===== config.mk =====
export PLATFORM = sky130hd
export DESIGN_NAME = led_pwm_dimmer
export DESIGN_NICKNAME = d
export VERILOG_FILES = /design/src/rtl/led_pwm_dimmer.sv
export SDC_FILE = /design/constraint.sdc
export NUM_CORES = 1
export LEC_CHECK = 0
export CAP_MARGIN = 20
export CORE_MARGIN = 3
export CORE_UTILIZATION = 51
export DETAILED_ROUTE_END_ITERATION = 10
export PLACE_DENSITY = 0.86
export SYNTH_ARGS = -nofsm -noshare
export SYNTH_HDL_FRONTEND = slang
export SYNTH_SLANG_ARGS = --single-unit

===== constraint.sdc =====
create_clock -name clk -period 4.6 [get_ports clk]
set_input_delay 0.69 -clock clk [delete_from_list [all_inputs] [get_ports clk]]
set_output_delay 0.69 -clock clk [all_outputs]
set_load 0.01 [all_outputs]

===== src/rtl/led_pwm_dimmer.sv =====
// LED output stage: PWM brightness and blink gating of an active-low LED
// pattern, with a four-word register window on the peripheral bus.
module led_pwm_dimmer #(
  parameter logic [31:0] DEVICE_START_ADDRESS = 32'h0000_1010,
  parameter logic [31:0] DEVICE_FINAL_ADDRESS = 32'h0000_101C,
  parameter int unsigned PRESCALE             = 16
) (
  input  logic        clk,
  input  logic        rst,
  input  logic        read,
  input  logic        write,
  input  logic [31:0] address,
  input  logic [31:0] write_data,
  output logic [31:0] read_data,
  output logic        response,
  input  logic [7:0]  led_n_in,
  output logic [7:0]  led_n_out
);

  localparam logic [15:0] PRESCALE_LAST = 16'(PRESCALE - 1);

  // Register file
  logic        r_en;
  logic        r_blink_en;
  logic [7:0]  r_duty;
  logic [15:0] r_blink;

  // Bus response
  logic        r_response;
  logic [31:0] r_read_data;

  // Timing state
  logic [15:0] r_prescale;
  logic [7:0]  r_pwm_cnt;
  logic [15:0] r_blink_cnt;
  logic        r_blink_phase;
  logic [7:0]  r_led_n_out;

  logic [1:0]  w_offset;
  logic [31:0] w_rdata;
  logic        w_tick;
  logic        w_period_end;
  logic        w_pwm_on;
  logic        w_blink_run;
  logic        w_blink_shrink;
  logic        w_blink_wrap;
  logic        w_unused;

  // The interconnect qualifies the window, so only the word offset is decoded.
  assign w_offset = address[3:2];
  assign w_unused = ^{address[31:4], address[1:0], write_data[31:16],
                      DEVICE_START_ADDRESS, DEVICE_FINAL_ADDRESS};

  assign w_tick         = r_en && (r_prescale == PRESCALE_LAST);
  assign w_period_end   = w_tick && (r_pwm_cnt == 8'hFF);
  assign w_pwm_on       = (r_duty == 8'hFF) || (r_pwm_cnt < r_duty);
  assign w_blink_run    = r_en && r_blink_en && (r_blink != 16'd0);
  assign w_blink_shrink = write && (w_offset == 2'd2) &&
                          (write_data[15:0] < r_blink_cnt);
  // >= rather than == so a BLINK rewritten to exactly blink_cnt still wraps.
  assign w_blink_wrap   = (r_blink_cnt >= (r_blink - 16'd1));

  // Read multiplexer for the register window
  always_comb begin
    w_rdata = '0;
    case (w_offset)
      2'd0: w_rdata[1:0]  = {r_blink_en, r_en};
      2'd1: w_rdata[7:0]  = r_duty;
      2'd2: w_rdata[15:0] = r_blink;
      default: begin
        w_rdata[15:8] = r_pwm_cnt;
        w_rdata[0]    = r_blink_phase;
      end
    endcase
  end

  // Bus handshake and register writes; write wins over a simultaneous read
  always_ff @(posedge clk) begin
    if (rst) begin
      r_response  <= 1'b0;
      r_read_data <= '0;
      r_en        <= 1'b0;
      r_blink_en  <= 1'b0;
      r_duty      <= 8'hFF;
      r_blink     <= '0;
    end else begin
      r_response  <= read | write;
      r_read_data <= (read && !write) ? w_rdata : '0;
      if (write) begin
        case (w_offset)
          2'd0: begin
            r_en       <= write_data[0];
            r_blink_en <= write_data[1];
          end
          2'd1: r_duty  <= write_data[7:0];
          2'd2: r_blink <= write_data[15:0];
          default: ;
        endcase
      end
    end
  end

  // Prescaler and PWM counter, both held at zero while disabled
  always_ff @(posedge clk) begin
    if (rst || !r_en) begin
      r_prescale <= '0;
      r_pwm_cnt  <= '0;
    end else if (w_tick) begin
      r_prescale <= '0;
      r_pwm_cnt  <= r_pwm_cnt + 8'd1;
    end else begin
      r_prescale <= r_prescale + 16'd1;
    end
  end

  // Blink half-period counter and phase, advanced once per PWM period
  always_ff @(posedge clk) begin
    if (rst || !w_blink_run) begin
      r_blink_cnt   <= '0;
      r_blink_phase <= 1'b0;
    end else if (w_blink_shrink) begin
      r_blink_cnt   <= '0;
    end else if (w_period_end) begin
      if (w_blink_wrap) begin
        r_blink_cnt   <= '0;
        r_blink_phase <= ~r_blink_phase;
      end else begin
        r_blink_cnt   <= r_blink_cnt + 16'd1;
      end
    end
  end

  // Registered LED pins: bypass when disabled, otherwise gated by PWM and blink
  always_ff @(posedge clk) begin
    if (rst) begin
      r_led_n_out <= 8'hFF;
    end else if (!r_en) begin
      r_led_n_out <= led_n_in;
    end else begin
      r_led_n_out <= led_n_in | {8{~(w_pwm_on & ~r_blink_phase)}};
    end
  end

  assign read_data = r_read_data;
  assign response  = r_response;
  assign led_n_out = r_led_n_out;

endmodule


# After elaboration in Yosys (flattened, before gate mapping)
# Index checks and enable logic that the tools add are counted.
# Widths: inputs -> output; s select.
# word_totals
reg_bits	108
# op_classes
add_sub_neg	4
magnitude_cmp	3
eq_ne	5
muxes	6
bitwise_logic	7
reduce_logical	23
# op_table
operator	count
$add 16x1->16 const B	2
$eq 16x4->1 const B	1
$eq 8x8->1 const B	2
$ge 16x16->1	1
$lt 16x16->1	1
$mux 16	1
$pmux 8 s2	1
$reduce_bool 16->1	1
$sub 16x1->16 const B	1
$pmux 6 s2	1
$add 8x1->8 const B	1
$lt 8x8->1	1
$mux 8	1
$or 8x8->8	1
$reduce_or 2->1	4
$logic_and 1x1->1	7
$pmux 1 s3	2
$reduce_and 2->1	3
$not 1->1	4
$logic_not 1->1	3
$logic_or 1x1->1	3
$reduce_and 3->1	1
$eq 2x1->1 const B	1
$eq 2x2->1 const B	1
3 further kinds	3

# Longest topological paths before layout
# Gate-level depths: netlist of the first run.
# depth
depth_word	6
depth_mapped	14
mapped_depth_nobuf	13

# Least setup slack after synthesis of the first run
# OpenSTA, ideal clock, no wires.
# synth_timing
path_type	register to register
startpoint	register r_blink[3]
endpoint	register r_blink_phase
setup_ns	0.070
arrival_ns	3.187
required_time_ns	4.530
slack_ns	1.343
stages_incl_launch_ff	13
n_path_buf	1
period_less_slack_ns	3.257
cell_sequence	dfxtp_1 > or4_1 > or3_1 > nor3b_1 > xnor2_1 > ha_1 > nand4_1 > nor3_1 > a311oi_1 > and2_1 > buf_2 > or4_1 > a21oi_1
# synth_between
elab_chain_cells	4
word_cells_on_any_way	7
classes_between	1 x add/sub; 1 x order compare; 5 x reduce/logical
# synth_rtl
element	line_no	rtl
start, declared	26	logic [15:0] r_blink;
start signal, assigned	96	2'd2: r_blink <= write_data[15:0];
branches (longest 4 deep; another with $sub 16x1->16)	n/a	
end signal, assigned	126	r_blink_phase <= ~r_blink_phase;
end, declared	36	logic r_blink_phase;
# Parallel ways; which one is timed is not known.
# A chain may end at the register's enable or synchronous reset.

# Final worst setup path of the first run
# Ends and elaborated chain as after synthesis.

==> results of run 1 <==
## final timing paths
| check | endpoint | slack (ps) | depth (start not counted) |
|---|---|---|---|
| max | r_blink_phase | 890 | 11 |
| max reg2reg | r_blink_phase | 890 | 11 |
| min reg2reg | r_prescale[0] | 470 | 1 |
| min | r_prescale[0] | 470 | 1 |
## cells by family after synthesis
kind of cell / after synthesis / synth area share [%]
other: 1 / 0.07478
and+or+nand+nor: 258 / 24.38
DFF: 92 / 36.73
xor gates and xnor gates: 41 / 7.161
buffers and inverters: 72 / 6.836
adders and majority gates: 46 / 11.48
AOI/OAI and AO/OA: 107 / 13.35
## Yosys cell counts (11+ instances only)
library cell               instances  area [sq um]
sky130_fd_sc_hd__a21oi_1          48         240.2
sky130_fd_sc_hd__and3_1           11         68.82
sky130_fd_sc_hd__buf_4            16         120.1
sky130_fd_sc_hd__clkbuf_1         15         56.30
sky130_fd_sc_hd__dfxtp_1          92          1842
sky130_fd_sc_hd__ha_1             46         575.6
sky130_fd_sc_hd__inv_1            33         123.9
sky130_fd_sc_hd__nand2_1          78         292.8
sky130_fd_sc_hd__nand3_1          20         100.1
sky130_fd_sc_hd__nor2_1           81         304.0
sky130_fd_sc_hd__nor3_1           15         75.07
sky130_fd_sc_hd__o21ai_0          20         100.1
sky130_fd_sc_hd__xnor2_1          30         262.8
sky130_fd_sc_hd__xor2_1           11         96.34
## critical path, delay by kind of cell (launching register included)
kind	cells	cell delay, ps
and+or+nand+nor	7	2480
AOI/OAI and AO/OA	2	310
xor gates and xnor gates	1	130
adders and majority gates	1	330
DFF	1	390
## routing by layer
layer,GRT usage [%],vias up,wire (um)
met4,6.748,0,207
li1,-,2166,-
met3,4.941,25,692
met5,0,-,0
met2,38.59,137,5991
met1,25.40,2069,4910
## cell usage in the layout (no fill, tap or decap), types with 6 or more instances in the layout
cell                              instances
sky130_fd_sc_hd__a211o_1                  8
sky130_fd_sc_hd__a21oi_1                 48
sky130_fd_sc_hd__a22oi_1                  6
sky130_fd_sc_hd__and3_1                  11
sky130_fd_sc_hd__clkbuf_8                 9
sky130_fd_sc_hd__clkdlybuf4s50_1         54
sky130_fd_sc_hd__conb_1                  16
sky130_fd_sc_hd__dfxtp_1                 92
sky130_fd_sc_hd__ha_1                    46
sky130_fd_sc_hd__inv_1                   33
sky130_fd_sc_hd__nand2_1                 78
sky130_fd_sc_hd__nand2b_1                 8
sky130_fd_sc_hd__nand3_1                 20
sky130_fd_sc_hd__nand4_1                  8
sky130_fd_sc_hd__nor2_1                  81
sky130_fd_sc_hd__nor3_1                  15
sky130_fd_sc_hd__nor4_1                  10
sky130_fd_sc_hd__o21ai_0                 20
sky130_fd_sc_hd__xnor2_1                 30
sky130_fd_sc_hd__xor2_1                  11
## state kept, by name (all words and copies together) (netlist names)
register,count
r_en,1
r_blink,16
read_data,16
r_blink_phase,1
r_duty,8
led_n_out,8
r_prescale,16
r_pwm_cnt,8
r_blink_en,1
r_blink_cnt,16
response,1
## through the flow
stage                     power (mW)  utilization (%)  setup slack [ps]
after floorplan               0.9696                -              1343
after global placement         1.024            59.11              1150
after detailed placement       1.032            59.23              1049
after CTS                      1.583            61.36             973.4
after global routing           1.643            61.36             689.9
final                          1.576            61.36             894.9
## power by group through the flow
stage / sequential (mW) / combinational [mW] / clock [mW]
after floorplan: 0.841 / 0.129 / 0
after global placement: 0.841 / 0.183 / 0
after detailed placement: 0.842 / 0.190 / 0
after CTS: 0.823 / 0.193 / 0.567
after global routing: 0.826 / 0.215 / 0.602
final: 0.824 / 0.194 / 0.558
## area by class of cell
| cell class | count | area [sq um] |
|---|---|---|
| Timing Repair Buffer | 56 | 559.3 |
| Sequential cell | 92 | 1842 |
| Multi-Input combinational cell | 468 | 2887 |
| Inverter | 34 | 127.6 |
| Fill cell | 810 | 3638 |
| Clock inverter | 6 | 72.57 |
| Clock buffer | 10 | 127.6 |
| Tap cell | 129 | 161.4 |
==> impl_table.tex, run 1 <==
\begin{tabular}{lr}
\hline
Metric & Value \\
\hline
\multicolumn{2}{l}{\textbf{Power and ir drop}} \\
\quad Reported net switching power & 417.9 uW \\
\quad Clock Power Share & 35.4\% \\
\quad Total power density per cell area & 272.7 nW/um\^{}2 \\
\quad Share of power burned in combinational logic & 12.3\% \\
\quad Power share of the sequential group & 52.3\% \\
\quad Switching share of total power & 26.52\% \\
\quad Leakage & 2.228 nW \\
\quad Maximum ir drop on the vdd rail & 0.2401 mV \\
\quad Total internal power & 1.158 mW \\
\multicolumn{2}{l}{\textbf{Cells and area}} \\
\quad Final std cells w/o fill & 795 \\
\quad Final \#Nets & 783 \\
\quad Fraction of layout instances using a drive strength above 1 & 4.204\% \\
\quad Fin area & 5777 sq um \\
\quad Count of antenna diodes in the layout & 0 \\
\quad Area delta synth->final & 15.19\% \\
\multicolumn{2}{l}{\textbf{Critical path}} \\
\quad Required time of the critical path & 4900 ps \\
\quad Worst-path fanout max & 10 \\
\quad CP cell instances & or4\_1 -> or3\_1 -> nor3\_1 -> xnor2\_1 -> ha\_1 -> nand4\_1 -> nor3\_1 -> a2bb2oi\_1 -> and2\_1 -> or4\_1 -> a21oi\_1 \\
\quad Worst r2r src & r\_blink[3] \\
\quad Crit path arrival time & 4010 ps \\
\quad Critical path startpoint & r\_blink[3] \\
\quad Endpoint type of the worst setup path & register \\
\quad Crit-path slowest cell & sky130\_fd\_sc\_hd\_\_or4\_1 \\
\quad Critical path startpoint category & register \\
\quad Largest stage delay, worst path & 610 ps \\
\quad Category of the most critical setup path & reg2reg \\
\multicolumn{2}{l}{\textbf{Timing}} \\
\quad Accumulated negative setup slack & 0 ps \\
\quad Setup repair after global routing missed its margin & false \\
\quad Achievable clock frequency & 269.9 MHz \\
\quad Tightest slew margin relative to the limit & 52.92\% \\
\quad Final setup violation count & 0 \\
\quad Worst hold slack across all endpoints & 468.0 ps \\
\quad Final number of hold-violating endpoints & 0 \\
\quad Ratio of final minimum period to clock period & 80.54\% \\
\quad Count of final max-slew check failures & 0 \\
\quad Slew of the pin with the lowest slew margin & 700.8 ps \\
\quad Largest clock skew in the final design & 10.49 ps \\
\quad Final min period & 3705 ps \\
\multicolumn{2}{l}{\textbf{Detailed routing}} \\
\quad Number of vias per cell after detailed routing & 5.531 \\
\quad DRC violations left & 0 \\
\quad Vias after detailed routing & 4397 \\
\quad Antenna violation net count after detailed routing & 0 \\
\quad Routed wirelength normalized by instance count & 14.85 um \\
\quad Violation count after the first detailed-routing iteration & 250 \\
\quad First-pass iteration count of the detailed router & 5 \\
\quad Routed WL & 11800 um \\
\multicolumn{2}{l}{\textbf{Clock tree}} \\
\quad Maximum level of the CTS H-tree & 3 \\
\quad Clk\_lat worst skew & 370 ps \\
\quad CTS sink count & 92 \\
\quad Number of buffers added to fix hold violations after cts & 0 \\
\quad Cell chosen for the clock root & sky130\_fd\_sc\_hd\_\_clkbuf\_8 \\
\quad Deepest clock path buffer count & 2 \\
\quad TritonCTS clock tree & built \\
\quad Number of buffers added by the clock tree synthesis step & 9 \\
\quad Post-CTS repair timing setup buffer count & 0 \\
\quad Total of cells resized after clock tree synthesis & 0 \\
\quad Clock input transition at the sequential cells of the worst setup and hold paths & 90 ps \\
\multicolumn{2}{l}{\textbf{Die}} \\
\quad Boundary Pins & 117 \\
\quad Floorplan die height & 105.2 um \\
\quad Row Count & 35 \\
\quad DIE AREA & 11060 sq um \\
\quad Die X-Extent & 105.2 um \\
\quad Initial core utilization & 53.26\% \\
\quad Core area & 9415 sq um \\
\multicolumn{2}{l}{\textbf{Synth}} \\
\quad Synth async-reset ratio & 0\% \\
\quad Post-synthesis average cell area & 8.128 sq um \\
\quad Synthesized instance count & 617 \\
\quad Part of the Yosys area used for sequential elements & 36.73\% \\
\quad Number of flops mapped to enable cells by yosys & 0 \\
\quad Count of state elements after synthesis & 92 \\
\quad Distinct cell type count of the synthesized netlist & 54 \\
\quad Cell Area, Synth & 5015 sq um \\
\quad Top flip-flop cell by instance count after synthesis & sky130\_fd\_sc\_hd\_\_dfxtp\_1 \\
\quad Syn. warnings & 0 \\
\multicolumn{2}{l}{\textbf{Global route}} \\
\quad Pin count of the biggest net entering global routing & 25 \\
\quad Antenna violations before repair & 0 \\
\quad Global-route wire length before repair & 19560 um \\
\quad Global route total overflow & 0 \\
\quad GRT Resource Usage Total & 21.55\% \\
\quad Vias in the first global route & 4260 \\
\multicolumn{2}{l}{\textbf{Placed design}} \\
\quad Final weighted congestion in routability-driven placement & 0.8934 \\
\quad Instance area at placement & 5577 sq um \\
\quad HPWL after DPL & 8963 um \\
\quad Number of cells in the design after placement & 779 \\
\quad Port bufs & 54 \\
\multicolumn{2}{l}{\textbf{Min path}} \\
\quad Startpoint of the lowest-slack hold path & r\_prescale[0] \\
\quad Type of the worst min-delay path & reg2reg \\
\multicolumn{2}{l}{\textbf{Run status}} \\
\quad Result of the run & finished, final reports clean \\
\multicolumn{2}{l}{\textbf{Job}} \\
\quad \# Max-Cap Violations & 0 \\
\hline
\end{tabular}
Note: power is estimated with default switching activity, not from simulation.
==> run 2, diff against run 1 <==
CORE_UTILIZATION = 46   (was 51)
PLACE_DENSITY = 0.82   (was 0.86)
clock period = 3 ns   (was 4.6 ns; I/O delays follow)
==> run 2 against run 1 <==
  * Highest routed layer unchanged
  * Total power rose by 55%
  * Non-clock buffer count rose by 21
  * The flow now finishes with violations (negative setup slack)
  * Sequential cell count did not move
==> impl_table.tex, run 2 (synthesis results as in run 1) <==
\begin{tabular}{lr}
\hline
Metric & Value \\
\hline
\multicolumn{2}{l}{\textbf{Clock tree}} \\
\quad CTS sink count & 92 \\
\quad Cell chosen for the clock root & sky130\_fd\_sc\_hd\_\_clkbuf\_8 \\
\quad Maximum level of the CTS H-tree & 3 \\
\quad Clk\_lat worst skew & 370 ps \\
\quad TritonCTS clock tree & built \\
\quad Clock input transition at the sequential cells of the worst setup and hold paths & 90 ps \\
\quad Deepest clock path buffer count & 2 \\
\quad Number of buffers added by the clock tree synthesis step & 9 \\
\multicolumn{2}{l}{\textbf{Global route}} \\
\quad GRT Resource Usage Total & 19.56\% \\
\quad Vias in the first global route & 4282 \\
\quad Pin count of the biggest net entering global routing & 37 \\
\quad Antenna violations before repair & 0 \\
\quad Global route total overflow & 0 \\
\quad Global-route wire length before repair & 20140 um \\
\multicolumn{2}{l}{\textbf{Cells and area}} \\
\quad Share of the core filled with cells & 58.45\% \\
\quad Final \#Nets & 804 \\
\quad Fraction of layout instances using a drive strength above 1 & 12.37\% \\
\quad Final std cells w/o fill & 823 \\
\quad Fill cell count & 916 \\
\quad Area delta synth->final & 21.96\% \\
\quad Most frequent standard cell in the layout excluding fill and tap cells & sky130\_fd\_sc\_hd\_\_dfxtp\_1 \\
\quad Commonest non-fill, non-tap cells in the layout & sky130\_fd\_sc\_hd\_\_dfxtp\_1 (90), sky130\_fd\_sc\_hd\_\_nor2\_1 (77), sky130\_fd\_sc\_hd\_\_nand2\_1 (76) \\
\quad Count of antenna diodes in the layout & 0 \\
\multicolumn{2}{l}{\textbf{Run status}} \\
\quad Violations in the final reports & negative setup slack \\
\quad Result of the run & finished with violations \\
\multicolumn{2}{l}{\textbf{Critical path}} \\
\quad Endpoint type of the worst setup path & register \\
\quad Critical path startpoint category & register \\
\quad Required time of the critical path & 3310 ps \\
\quad Crit-path most repeated cell & sky130\_fd\_sc\_hd\_\_or4\_4 \\
\quad CP cell instances & or4\_4 -> or3\_4 -> nor3b\_2 -> xnor2\_1 -> ha\_1 -> nand4\_1 -> nor3\_4 -> a311oi\_2 -> and2\_4 -> or4\_4 -> a21oi\_2 \\
\quad Worst-path fanout max & 5 \\
\quad Crit-path slowest cell & sky130\_fd\_sc\_hd\_\_or4\_4 \\
\quad Crit path arrival time & 3490 ps \\
\quad Largest stage delay, worst path & 540 ps \\
\quad Category of the most critical setup path & reg2reg \\
\multicolumn{2}{l}{\textbf{Timing}} \\
\quad Setup repair after global routing missed its margin & true \\
\quad Count of final max-slew check failures & 0 \\
\quad Slew of the pin with the lowest slew margin & 1047 ps \\
\quad Worst hold slack across all endpoints & 483.5 ps \\
\quad Final number of hold-violating endpoints & 0 \\
\quad Final setup violation count & 17 \\
\quad Largest clock skew in the final design & 13.02 ps \\
\quad Ratio of final minimum period to clock period & 106.0\% \\
\quad Tightest slew margin relative to the limit & 29.28\% \\
\quad Slack of the critical path & -178.8 ps \\
\quad Final min period & 3179 ps \\
\quad Achievable clock frequency & 314.6 MHz \\
\multicolumn{2}{l}{\textbf{Job}} \\
\quad \# Max-Cap Violations & 0 \\
\multicolumn{2}{l}{\textbf{Detailed routing}} \\
\quad Routed WL & 12660 um \\
\quad First-pass iteration count of the detailed router & 8 \\
\quad Antenna violation net count after detailed routing & 0 \\
\quad Vias after detailed routing & 4560 \\
\quad DRC violations left & 0 \\
\quad Routed wirelength normalized by instance count & 15.38 um \\
\quad Number of vias per cell after detailed routing & 5.541 \\
\quad Violation count after the first detailed-routing iteration & 291 \\
\multicolumn{2}{l}{\textbf{Power and ir drop}} \\
\quad Total internal power & 1.769 mW \\
\quad Clock Power Share & 33.6\% \\
\quad Total power density per cell area & 399.1 nW/um\^{}2 \\
\quad Leakage & 2.375 nW \\
\quad Switching share of total power & 27.52\% \\
\quad Maximum ir drop on the vdd rail & 0.2608 mV \\
\quad Power share of the sequential group & 51.6\% \\
\quad Share of power burned in combinational logic & 14.7\% \\
\quad Reported net switching power & 671.7 uW \\
\multicolumn{2}{l}{\textbf{Die}} \\
\quad Initial core utilization & 47.93\% \\
\quad Core area & 10460 sq um \\
\quad Row Count & 37 \\
\quad Die X-Extent & 110.4 um \\
\quad DIE AREA & 12190 sq um \\
\quad Boundary Pins & 117 \\
\quad Floorplan die height & 110.4 um \\
\multicolumn{2}{l}{\textbf{Placed design}} \\
\quad Port bufs & 54 \\
\quad HPWL after DPL & 9362 um \\
\quad Number of cells in the design after placement & 801 \\
\quad Final weighted congestion in routability-driven placement & 0.8605 \\
\multicolumn{2}{l}{\textbf{Min path}} \\
\quad Type of the worst min-delay path & reg2reg \\
\hline
\end{tabular}
-- run 2: layout make-up --
cell class                      count  area, sq um  share of cell area (%)
Multi-Input combinational cell    468         3059                   50.02
Clock inverter                      5        42.54                  0.6956
Inverter                           34        127.6                   2.087
Sequential cell                    92         1844                   30.16
Clock buffer                       11        151.4                   2.475
Timing Repair Buffer               77        720.7                   11.78
Tap cell                          136        170.2                   2.782
-- run 2: what timing repair did --
action	4_1_cts	5_1_grt
setup buffers	2	4
endpoints found under the setup margin	17	17
hold buffers	0	0
pin swaps	3	20
endpoints found under the hold margin	0	0
resized for setup	9	29
-- run 2: power by group through the flow --
stage	logic, mW	registers [mW]	clock network (mW)
detailed placement	0.325	1.29	0
finish	0.360	1.26	0.821
global placement	0.315	1.29	0
floorplan	0.210	1.29	0
global route	0.395	1.26	0.878
CTS	0.343	1.26	0.828
-- run 2: worst paths after layout --
check / start / end / slack (ps) / cells past startpoint
worst min register to register: r_prescale[0] / r_prescale[0] / 480 / 1
worst min-delay path: r_prescale[0] / r_prescale[0] / 480 / 1
worst max register to register: r_blink[6] / r_blink_phase / -180 / 11
worst max-delay path: r_blink[6] / r_blink_phase / -180 / 11
-- run 2: metal layers --
layer	part of all wire, %	global-route usage [%]	up-vias
met2	50	33.54	163
met4	2.0	6.158	0
met1	42	24.29	2152
met5	0	0	-
met3	5.7	4.493	27
li1	-	-	2218
-- run 2: worst max-delay path, delay by kind of cell (launching register included) --
family                   cells  cell delay [ps]
flip-flops                   1              330
AO/OA/AOI/OAI                2              280
XOR/XNOR                     1              110
AND/OR/NAND/NOR              7             2100
adder cells (fa/ha/maj)      1              290
-- run 2: through the flow --
stage               area, sq um  TNS [ps]  worst slack [ps]  power (mW)
CTS                        5998    -910.8            -126.3       2.431
detailed placement         5744     -1711            -144.4       1.612
global route               6116     -4478            -309.0       2.536
finish                     6116     -2423            -178.8       2.441
floorplan                  5124    -20.60            -20.60       1.500
global placement           5744    -159.7            -21.98       1.601
==> run 3, diff against run 2 <==
--- a/config.mk
+++ b/config.mk
@@ -12,2 +12,3 @@
 export PLACE_DENSITY = 0.82
+export SETUP_SLACK_MARGIN = 0.15
 export SYNTH_ARGS = -nofsm -noshare
--- a/constraint.sdc
+++ b/constraint.sdc
@@ -3,2 +3,2 @@
 set_output_delay 0.45 -clock clk [all_outputs]
-set_load 0.01 [all_outputs]
+set_load 0.02 [all_outputs]
==> run 3 against run 2 <==
  * The flow still finishes with violations (negative setup slack)
  * Critical path depth is the same
  * Clock skew shrank 7.8 ps
  * Clock power grew 1%
  * Critical endpoint unchanged
  * Largest cell class unchanged
  * Largest power group unchanged
==> impl_table.tex, run 3 (synthesis results as in run 1) <==
\begin{tabular}{lr}
\hline
Metric & Value \\
\hline
\multicolumn{2}{l}{\textbf{Die}} \\
\quad Floorplan die height & 110.4 um \\
\quad Die X-Extent & 110.4 um \\
\quad Initial core utilization & 47.93\% \\
\quad DIE AREA & 12190 sq um \\
\quad Core area & 10460 sq um \\
\quad Boundary Pins & 117 \\
\quad Row Count & 37 \\
\multicolumn{2}{l}{\textbf{Cells and area}} \\
\quad Commonest non-fill, non-tap cells in the layout & sky130\_fd\_sc\_hd\_\_dfxtp\_1 (90), sky130\_fd\_sc\_hd\_\_nor2\_1 (78), sky130\_fd\_sc\_hd\_\_nand2\_1 (78) \\
\quad Fraction of layout instances using a drive strength above 1 & 10.12\% \\
\quad Count of antenna diodes in the layout & 0 \\
\quad Fill cell count & 930 \\
\quad Most frequent standard cell in the layout excluding fill and tap cells & sky130\_fd\_sc\_hd\_\_dfxtp\_1 \\
\quad Final \#Nets & 801 \\
\quad Area delta synth->final & 20.41\% \\
\quad Fin area & 6038 sq um \\
\multicolumn{2}{l}{\textbf{Power and ir drop}} \\
\quad Reported net switching power & 646.5 uW \\
\quad Maximum ir drop on the vdd rail & 0.3079 mV \\
\quad Clock Power Share & 33.9\% \\
\quad Switching share of total power & 26.38\% \\
\quad Power share of the sequential group & 51.4\% \\
\quad Leakage & 2.339 nW \\
\quad Share of power burned in combinational logic & 14.7\% \\
\quad Power, Total & 2.451 mW \\
\quad Total power density per cell area & 405.9 nW/um\^{}2 \\
\quad Total internal power & 1.805 mW \\
\multicolumn{2}{l}{\textbf{Run status}} \\
\quad Result of the run & finished with violations \\
\quad Violations in the final reports & negative setup slack \\
\multicolumn{2}{l}{\textbf{Global route}} \\
\quad Pin count of the biggest net entering global routing & 29 \\
\quad GRT Resource Usage Total & 19.99\% \\
\quad Antenna violations before repair & 0 \\
\quad Vias in the first global route & 4383 \\
\quad Global route total overflow & 0 \\
\quad Global-route wire length before repair & 20250 um \\
\multicolumn{2}{l}{\textbf{Timing}} \\
\quad Worst hold slack across all endpoints & 476.3 ps \\
\quad Largest clock skew in the final design & 5.171 ps \\
\quad Final number of hold-violating endpoints & 0 \\
\quad Ratio of final minimum period to clock period & 104.9\% \\
\quad Final setup violation count & 15 \\
\quad Achievable clock frequency & 317.9 MHz \\
\quad Count of final max-slew check failures & 0 \\
\quad Slew of the pin with the lowest slew margin & 572.5 ps \\
\quad Slack of the critical path & -145.9 ps \\
\quad Tightest slew margin relative to the limit & 61.63\% \\
\quad Final min period & 3146 ps \\
\quad Setup repair after global routing missed its margin & true \\
\multicolumn{2}{l}{\textbf{Detailed routing}} \\
\quad Violation count after the first detailed-routing iteration & 256 \\
\quad Number of vias per cell after detailed routing & 5.454 \\
\quad Routed WL & 12350 um \\
\quad First-pass iteration count of the detailed router & 7 \\
\quad DRC violations left & 0 \\
\quad Vias after detailed routing & 4461 \\
\quad Antenna violation net count after detailed routing & 0 \\
\quad Routed wirelength normalized by instance count & 15.10 um \\
\multicolumn{2}{l}{\textbf{Clock tree}} \\
\quad Number of buffers added by the clock tree synthesis step & 9 \\
\quad Maximum level of the CTS H-tree & 3 \\
\quad CTS sink count & 92 \\
\quad TritonCTS clock tree & built \\
\quad Cell chosen for the clock root & sky130\_fd\_sc\_hd\_\_clkbuf\_8 \\
\quad Clk\_lat worst skew & 370 ps \\
\quad Number of buffers added to fix hold violations after cts & 0 \\
\quad Deepest clock path buffer count & 2 \\
\quad Clock input transition at the sequential cells of the worst setup and hold paths & 80 ps \\
\multicolumn{2}{l}{\textbf{Critical path}} \\
\quad Category of the most critical setup path & reg2reg \\
\quad Endpoint type of the worst setup path & register \\
\quad Crit path arrival time & 3460 ps \\
\quad Required time of the critical path & 3320 ps \\
\quad Critical path startpoint category & register \\
\quad Worst-path fanout max & 5 \\
\multicolumn{2}{l}{\textbf{Placed design}} \\
\quad Instance area at placement & 5761 sq um \\
\quad Pre-CTS worst setup slack & -73.01 ps \\
\quad Port bufs & 54 \\
\quad HPWL after DPL & 9377 um \\
\quad Final weighted congestion in routability-driven placement & 0.9389 \\
\multicolumn{2}{l}{\textbf{Min path}} \\
\quad Type of the worst min-delay path & reg2reg \\
\multicolumn{2}{l}{\textbf{Job}} \\
\quad \# Max-Cap Violations & 0 \\
\hline
\end{tabular}
## run 3: metal layers
layer  GRT usage (%)  part of all wire, %
met3           5.753                  6.4
met1           22.54                   41
met2           35.72                   50
met4           7.143                  2.3
met5               0                    0
## run 3: final timing paths
kind	start	depth (start not counted)	end	slack, ps
min	r_prescale[0]	1	r_prescale[0]	480
min reg2reg	r_prescale[0]	1	r_prescale[0]	480
max	r_blink[6]	11	r_blink_phase	-150
max reg2reg	r_blink[6]	11	r_blink_phase	-150
## run 3: cell type report
class                      instances  area (sq um)  area share (%)
clock buffer                      10         137.6           2.279
clock inverter                     4         51.30          0.8496
inverter                          34         127.6           2.114
multi-input combinational        468          3013           49.90
sequential                        92          1844           30.54
tap                              136         170.2           2.818
timing repair buffer              74         694.4           11.50
## run 3: what timing repair did
item / in CTS / in global routing
pin swaps: 17 / 8
setup buffers: 1 / 1
setup endpoints to repair: 17 / 17
resized for setup: 7 / 17
## run 3: stage by stage
stage          std cells  utilization (%)  TNS [ps]
2_1_floorplan        632                -    -13.60
3_3_place_gp         802            55.06    -11.69
3_5_place_dp         802            55.06    -648.5
4_1_cts              817            56.97    -558.3
5_1_grt              818            57.71     -3172
6_report             818            57.71    -850.0
## run 3: power by group through the flow
stage | Combinational [mW] | Clock [mW] | Sequential (mW)
3_5_place_dp | 0.343 | 0 | 1.29
4_1_cts | 0.348 | 0.849 | 1.26
6_report | 0.360 | 0.832 | 1.26
2_1_floorplan | 0.219 | 0 | 1.30
5_1_grt | 0.396 | 0.903 | 1.26
3_3_place_gp | 0.329 | 0 | 1.29
## run 3: critical path, cell delays in order, from the launching register on
cell                       delay (ps)
sky130_fd_sc_hd__dfxtp_2          320
sky130_fd_sc_hd__or4_4            570
sky130_fd_sc_hd__or3_4            410
sky130_fd_sc_hd__nor3b_4          210
sky130_fd_sc_hd__xnor2_1           90
sky130_fd_sc_hd__ha_1             300
sky130_fd_sc_hd__nand4_1          130
sky130_fd_sc_hd__nor3_2           200
sky130_fd_sc_hd__a311oi_2         140
sky130_fd_sc_hd__and2_4           180
sky130_fd_sc_hd__or4_4            410
sky130_fd_sc_hd__a21oi_2          120
